`src/rtl/smc_pkg.sv`:
```
// Shared definitions for the smc Q-bus initiator: register map, command
// record, sequencer states and the address decode helper.
package smc_pkg;

  localparam int ADDR_W = 7;
  localparam int DATA_W = 16;

  // Control and period registers
  localparam logic [ADDR_W-1:0] MCCTL0_ADDR = 7'h00;
  localparam logic [ADDR_W-1:0] MCCTL1_ADDR = 7'h01;
  localparam logic [ADDR_W-1:0] MCPER_ADDR  = 7'h02;

  // Per-channel register banks: MCCCn at MCCC_BASE+n, MCDCn at MCDC_BASE+n
  localparam int                NUM_CH    = 12;
  localparam logic [ADDR_W-1:0] MCCC_BASE = 7'h10;
  localparam logic [ADDR_W-1:0] MCDC_BASE = 7'h20;
  localparam logic [ADDR_W-1:0] MCCC_LAST = MCCC_BASE + 7'(NUM_CH - 1);
  localparam logic [ADDR_W-1:0] MCDC_LAST = MCDC_BASE + 7'(NUM_CH - 1);

  // Channel register addresses, for callers that address a bank by index
  function automatic logic [ADDR_W-1:0] mccc_addr(input logic [3:0] ch);
    return MCCC_BASE + 7'(ch);
  endfunction

  function automatic logic [ADDR_W-1:0] mcdc_addr(input logic [3:0] ch);
    return MCDC_BASE + 7'(ch);
  endfunction

  // One host command as held in the command FIFO
  typedef struct packed {
    logic              write;
    logic [ADDR_W-1:0] addr;
    logic [DATA_W-1:0] wdata;
  } smc_cmd_t;

  // Bus sequencer states
  typedef enum logic [1:0] {
    IDLE    = 2'd0,
    ACCESS  = 2'd1,
    WAIT_RD = 2'd2,
    RESP    = 2'd3
  } smc_state_t;

  // True when the address hits a register that exists in the smc block
  function automatic logic addr_valid(input logic [ADDR_W-1:0] addr);
    logic ctl_hit;
    logic cc_hit;
    logic dc_hit;
    ctl_hit = (addr <= MCPER_ADDR);
    cc_hit  = (addr >= MCCC_BASE) && (addr <= MCCC_LAST);
    dc_hit  = (addr >= MCDC_BASE) && (addr <= MCDC_LAST);
    return ctl_hit || cc_hit || dc_hit;
  endfunction

endpackage

```
`src/rtl/smc_cmd_fifo.sv`:
```
// Small show-ahead command FIFO. The head entry is visible combinationally
// so the sequencer can decode and pop it in the same IDLE cycle. in_ready is
// a registered copy of !full so the host-facing handshake has no logic path
// back from the pop side.
module smc_cmd_fifo
  import smc_pkg::*;
#(
  parameter int DEPTH = 4
) (
  input  logic                       QCLK,
  input  logic                       QRESET,
  input  logic                       push,
  input  smc_cmd_t                   push_cmd,
  input  logic                       pop,
  output smc_cmd_t                   head_cmd,
  output logic                       full,
  output logic                       empty,
  output logic [$clog2(DEPTH):0]     count,
  output logic                       in_ready
);

  localparam int AW = $clog2(DEPTH);
  localparam int CW = AW + 1;
  localparam logic [CW-1:0] FULL_COUNT = CW'(DEPTH);

  smc_cmd_t          mem [DEPTH];
  logic [AW-1:0]     wr_ptr_reg;
  logic [AW-1:0]     rd_ptr_reg;
  logic [CW-1:0]     count_reg;
  logic [CW-1:0]     count_next;
  logic              in_ready_reg;

  assign head_cmd = mem[rd_ptr_reg];
  assign full     = (count_reg == FULL_COUNT);
  assign empty    = (count_reg == '0);
  assign count    = count_reg;
  assign in_ready = in_ready_reg;

  // Occupancy after this cycle's push/pop; simultaneous push and pop cancel
  always_comb begin
    count_next = count_reg;
    case ({push, pop})
      2'b10:   count_next = count_reg + CW'(1);
      2'b01:   count_next = count_reg - CW'(1);
      default: count_next = count_reg;
    endcase
  end

  // Pointers, occupancy and the registered ready flag
  always_ff @(posedge QCLK or negedge QRESET) begin
    if (!QRESET) begin
      wr_ptr_reg   <= '0;
      rd_ptr_reg   <= '0;
      count_reg    <= '0;
      in_ready_reg <= 1'b0;
    end else begin
      if (push) begin
        wr_ptr_reg <= wr_ptr_reg + AW'(1);
      end
      if (pop) begin
        rd_ptr_reg <= rd_ptr_reg + AW'(1);
      end
      count_reg    <= count_next;
      in_ready_reg <= (count_next != FULL_COUNT);
    end
  end

  // Storage array; contents need no reset because the pointers gate reads
  always_ff @(posedge QCLK) begin
    if (push) begin
      mem[wr_ptr_reg] <= push_cmd;
    end
  end

endmodule

```
`src/rtl/smc_qbus_master.sv`:
```
// Q-bus initiator for the stepper-motor controller register block. Host
// commands are queued in a FIFO; the sequencer performs one single-cycle
// QSEL access at a time and returns exactly one response per command, in
// command order. Addresses outside the register map are answered with an
// error response and never reach the bus.
module smc_qbus_master
  import smc_pkg::*;
#(
  parameter int FIFO_DEPTH   = 4,  // power of two, at least 2
  parameter int READ_LATENCY = 1   // 1..3 cycles from QSEL to valid QDATAOUT
) (
  input  logic        QCLK,
  input  logic        QRESET,
  input  logic        cmd_valid,
  output logic        cmd_ready,
  input  logic        cmd_write,
  input  logic [6:0]  cmd_addr,
  input  logic [15:0] cmd_wdata,
  output logic        rsp_valid,
  input  logic        rsp_ready,
  output logic        rsp_write,
  output logic        rsp_err,
  output logic [15:0] rsp_rdata,
  output logic        busy,
  output logic        QSEL,
  output logic        QWRITE,
  output logic [6:0]  QADDR,
  output logic [15:0] QDATAIN,
  input  logic [15:0] QDATAOUT
);

  localparam int CNT_W = $clog2(FIFO_DEPTH) + 1;
  localparam logic [1:0] WAIT_LOAD = 2'(READ_LATENCY - 1);

  smc_cmd_t          push_cmd;
  smc_cmd_t          head_cmd;
  logic              fifo_push;
  logic              fifo_pop;
  logic              fifo_full;
  logic              fifo_empty;
  logic [CNT_W-1:0]  fifo_count;
  logic              fifo_ready;

  smc_state_t        state_reg;
  logic [1:0]        wait_cnt_reg;
  logic              cur_write_reg;

  logic              qsel_reg;
  logic              qwrite_reg;
  logic [6:0]        qaddr_reg;
  logic [15:0]       qdatain_reg;

  logic              rsp_valid_reg;
  logic              rsp_write_reg;
  logic              rsp_err_reg;
  logic [15:0]       rsp_rdata_reg;

  assign push_cmd.write = cmd_write;
  assign push_cmd.addr  = cmd_addr;
  assign push_cmd.wdata = cmd_wdata;

  // The full check is redundant with the registered ready but keeps an
  // overflow impossible even if the two ever drift apart.
  assign cmd_ready = fifo_ready;
  assign fifo_push = cmd_valid && fifo_ready && !fifo_full;
  assign fifo_pop  = (state_reg == IDLE) && !fifo_empty;

  smc_cmd_fifo #(
    .DEPTH (FIFO_DEPTH)
  ) u_cmd_fifo (
    .QCLK     (QCLK),
    .QRESET   (QRESET),
    .push     (fifo_push),
    .push_cmd (push_cmd),
    .pop      (fifo_pop),
    .head_cmd (head_cmd),
    .full     (fifo_full),
    .empty    (fifo_empty),
    .count    (fifo_count),
    .in_ready (fifo_ready)
  );

  assign busy = (fifo_count != '0) || (state_reg != IDLE);

  assign QSEL      = qsel_reg;
  assign QWRITE    = qwrite_reg;
  assign QADDR     = qaddr_reg;
  assign QDATAIN   = qdatain_reg;
  assign rsp_valid = rsp_valid_reg;
  assign rsp_write = rsp_write_reg;
  assign rsp_err   = rsp_err_reg;
  assign rsp_rdata = rsp_rdata_reg;

  // Bus sequencer: pop, decode, drive one QSEL cycle, collect read data,
  // then hold the response until the host takes it.
  always_ff @(posedge QCLK or negedge QRESET) begin
    if (!QRESET) begin
      state_reg     <= IDLE;
      wait_cnt_reg  <= '0;
      cur_write_reg <= 1'b0;
      qsel_reg      <= 1'b0;
      qwrite_reg    <= 1'b0;
      qaddr_reg     <= '0;
      qdatain_reg   <= '0;
      rsp_valid_reg <= 1'b0;
      rsp_write_reg <= 1'b0;
      rsp_err_reg   <= 1'b0;
      rsp_rdata_reg <= '0;
    end else begin
      case (state_reg)
        IDLE: begin
          if (!fifo_empty) begin
            if (!addr_valid(head_cmd.addr)) begin
              // Unmapped address: answer immediately, bus stays quiet
              rsp_valid_reg <= 1'b1;
              rsp_write_reg <= head_cmd.write;
              rsp_err_reg   <= 1'b1;
              rsp_rdata_reg <= '0;
              state_reg     <= RESP;
            end else begin
              qsel_reg      <= 1'b1;
              qwrite_reg    <= head_cmd.write;
              qaddr_reg     <= head_cmd.addr;
              qdatain_reg   <= head_cmd.write ? head_cmd.wdata : 16'h0000;
              cur_write_reg <= head_cmd.write;
              state_reg     <= ACCESS;
            end
          end
        end

        ACCESS: begin
          // QSEL is a single-cycle strobe; return every bus net to zero
          qsel_reg    <= 1'b0;
          qwrite_reg  <= 1'b0;
          qaddr_reg   <= '0;
          qdatain_reg <= '0;
          if (cur_write_reg) begin
            rsp_valid_reg <= 1'b1;
            rsp_write_reg <= 1'b1;
            rsp_err_reg   <= 1'b0;
            rsp_rdata_reg <= '0;
            state_reg     <= RESP;
          end else begin
            wait_cnt_reg <= WAIT_LOAD;
            state_reg    <= WAIT_RD;
          end
        end

        WAIT_RD: begin
          // The last counted cycle is the one in which QDATAOUT is valid
          if (wait_cnt_reg == 2'd0) begin
            rsp_valid_reg <= 1'b1;
            rsp_write_reg <= 1'b0;
            rsp_err_reg   <= 1'b0;
            rsp_rdata_reg <= QDATAOUT;
            state_reg     <= RESP;
          end else begin
            wait_cnt_reg <= wait_cnt_reg - 2'd1;
          end
        end

        RESP: begin
          if (rsp_ready) begin
            rsp_valid_reg <= 1'b0;
            rsp_write_reg <= 1'b0;
            rsp_err_reg   <= 1'b0;
            rsp_rdata_reg <= '0;
            state_reg     <= IDLE;
          end
        end

        default: begin
          state_reg <= IDLE;
        end
      endcase
    end
  end

endmodule
```
`config.mk`:
```
export PLATFORM = sky130hd
export DESIGN_NAME = smc_qbus_master
export DESIGN_NICKNAME = d
export VERILOG_FILES = /design/src/rtl/smc_pkg.sv /design/src/rtl/smc_cmd_fifo.sv /design/src/rtl/smc_qbus_master.sv
export SDC_FILE = /design/constraint.sdc
export NUM_CORES = 1
export LEC_CHECK = 0
export CORE_MARGIN = 1.5
export CORE_UTILIZATION = 50
export DETAILED_ROUTE_END_ITERATION = 16
export DONT_BUFFER_PORTS = 1
export PLACE_DENSITY = 0.66
export SYNTH_ARGS = -nofsm -noshare
export SYNTH_HDL_FRONTEND = slang
export SYNTH_SLANG_ARGS = --single-unit
```
`constraint.sdc`:
```
create_clock -name QCLK -period 3.1 [get_ports QCLK]
set_input_delay 0.31 -clock QCLK [delete_from_list [all_inputs] [get_ports QCLK]]
set_output_delay 0.31 -clock QCLK [all_outputs]
set_load 0.01 [all_outputs]
```
==> results.md <==
- Synth Cell Area: 6330 sq um
- Most frequent cells in the layout: edfxtp_1 (96), nand2_1 (63), dfrtp_1 (57)
- Post-CTS Setup Inserts: 0
- Critical Path RT: 3.44 ns
- Vias per cell: 5.31
- Peak fanout along the critical path: 17
- Max-Cap Viols: 0
- Clk pin slew, worst setup/hold paths: 0.05 ns
- Slowest CP cell: a222oi_1
- Die Y: 116 um
- Avg Synthesized Cell Area: 15.6 sq um
- Detail Route Antenna Nets: 0
- Total wire length: 11200 um
- Slew Limit Fails: 0
- CTS H-tree lvls: 4
- Setup_tns: 0 ns
- CTS resizes: 0
- Row Count: 40
- Yosys cell types: 46
- CTS buffer count: 17
- Min cycle time layout: 2.63 ns
- Initial Utilization: 0.521
- Root Driver: clkbuf_16
- Sequential area share after synthesis: 0.680
- FF+latch count, synth: 153
- Worst-Margin Slew: 0.717 ns
- Startpoint Class: flop
- Share of the synthesized area in the top cell type: 0.455
- Max Clk Rate: 381 MHz
- GRT Util Overall: 0.185
- Fraction of registers with async set/reset: 0.373
- Die W: 116 um
- GPL Wtd Cong: 0.805
- Final Hold Fails: 0
- Leakage: 2.97 nW
- Routed via count: 3335
- Clock insertion delay at the later pin of the skew report: 0.43 ns
- Worst clock skew: 0.0143 ns
- DR WL/cell: 17.8 um
- Net Count, Synth: 463
- Cells after synthesis: 407
- DRT iter0 DRCs: 186
- Worst Hold Class: in -> reg
- Worst VDD drop: 0.000428 V
- Post-CTS Hold Fix Bufs: 26
- Commonest non-fill, non-tap cell in the layout: edfxtp_1
- Power per cell area: 1000 nW/um^2
- Slowest Stage Delay on Critical Path: 0.55 ns
- Ant diodes: 0
- Yosys top cell by area: edfxtp_1
- Tot Pwr: 0.00736 W
- Outcome: completed
- Synth top area cells: edfxtp_1 (46%), dfrtp_1 (23%), mux4_2 (7.1%)
- Crit. End Element: flop
- Final setup viols: 0
- Layout area overhead: 16.1%
- Die Area: 13400 sq um
- Initial DRT Pass Iterations: 4
- Ordered cell list for the critical path: inv_1 > ha_1 > a222oi_1 > o21ai_0 > a31oi_4 > buf_4 > mux2i_1
- Delay-heaviest family, CP: compound AO/OA/AOI/OAI gates
- CORE AREA: 12200 sq um
- CTS tree: done
- DPL Wire Length: 7240 um
- Top FF cell, synth: edfxtp_1
- Initial antenna violation count: 0
- Slew headroom: 0.522
- CP bufs+invs: 2
- Worst Setup Path Type: reg -> reg
- Pin count of the biggest net entering global routing: 58
- CTS Buffer Depth: 2
- Grt total ovfl: 0
- Vias in the first global route: 3505
- Number of synthesized flops with an enable pin: 96
- # nets final: 503
- Io pins: 90
- RSZ-0062 raised after global routing: false
- PortBufs: 0
- Final hold slack: 0.0359 ns
- Layout cell share with drive strength beyond 1: 0.154
- Fin crit share: 0.847
- # DRC: 0
- CTS Sinks: 153
- WP data arrival: 2.96 ns
- Global-route wire length before repair: 17900 um
- Count of warnings emitted by yosys: 0
- Largest register FFs: 96
-- routing by layer --
| metal | global-route usage | wire length, um | vias to the layer above |
|---|---|---|---|
| met5 | 0 | 0 | - |
| met4 | 0.0889 | 205 | 0 |
| met3 | 0.0628 | 665 | 19 |
| met2 | 0.308 | 5710 | 91 |
| met1 | 0.217 | 4610 | 1654 |
| li1 | - | - | 1571 |
-- report_power, final --
| part | switching, W | internal [W] |
|---|---|---|
| registers | 0.000448 | 0.00276 |
| logic | 0.00128 | 0.00102 |
| clock network | 0.000744 | 0.00111 |
-- synth_stat cells, drive strengths merged (5+ instances only) --
cell type  count
o21ai         12
nand2         63
nor2           8
buf           10
inv           31
mux2           5
clkbuf         9
mux2i         36
and2           5
ha            11
edfxtp        96
mux4          23
o221ai         7
dfrtp         57
a31oi          5
-- final cells by class --
class / count / area (sq um)
Fill cell: 925 / 4810
Sequential cell: 153 / 4310
Multi-Input combinational cell: 204 / 1790
Clock buffer: 22 / 454
Timing Repair Buffer: 40 / 395
Tap cell: 168 / 210
Inverter: 31 / 116
Clock inverter: 10 / 80.1
-- final timing paths --
| path | end | slack (ns) | cells past startpoint | from |
|---|---|---|---|---|
| max | rsp_rdata[6] | 0.47 | 7 | state_reg[0] |
| min | rsp_rdata[13] | 0.04 | 2 | QDATAOUT[13] |
| max reg2reg | rsp_rdata[6] | 0.47 | 7 | state_reg[0] |
| min reg2reg | wait_cnt_reg[0] | 0.54 | 2 | wait_cnt_reg[0] |
| max in group asynchronous | u_cmd_fifo.wr_ptr_reg[0] | 2.44 | 2 | QRESET |
| min in group asynchronous | u_cmd_fifo.in_ready | 0.43 | 2 | QRESET |
-- stage by stage --
stage          utilization  std cells  setup slack [ns]  instance area, sq um
3_5_place_dp         0.538        570             0.452                  6540
6_report             0.605        628             0.473                  7360
4_1_cts              0.605        628             0.448                  7360
5_1_grt              0.605        628             0.268                  7360
3_3_place_gp         0.538        570             0.488                  6540
2_1_floorplan            -        407             0.839                  6330
-- logic make-up after synthesis --
| family | synth area share |
|---|---|
| xor gates and xnor gates | 0.00830 |
| DFF | 0.680 |
| buffers and inverters | 0.0369 |
| muxes | 0.150 |
| adders and majority gates | 0.0249 |
| AOI/OAI and AO/OA | 0.0425 |
| and+or+nand+nor | 0.0571 |
Note: power is estimated with default switching activity, not from simulation.
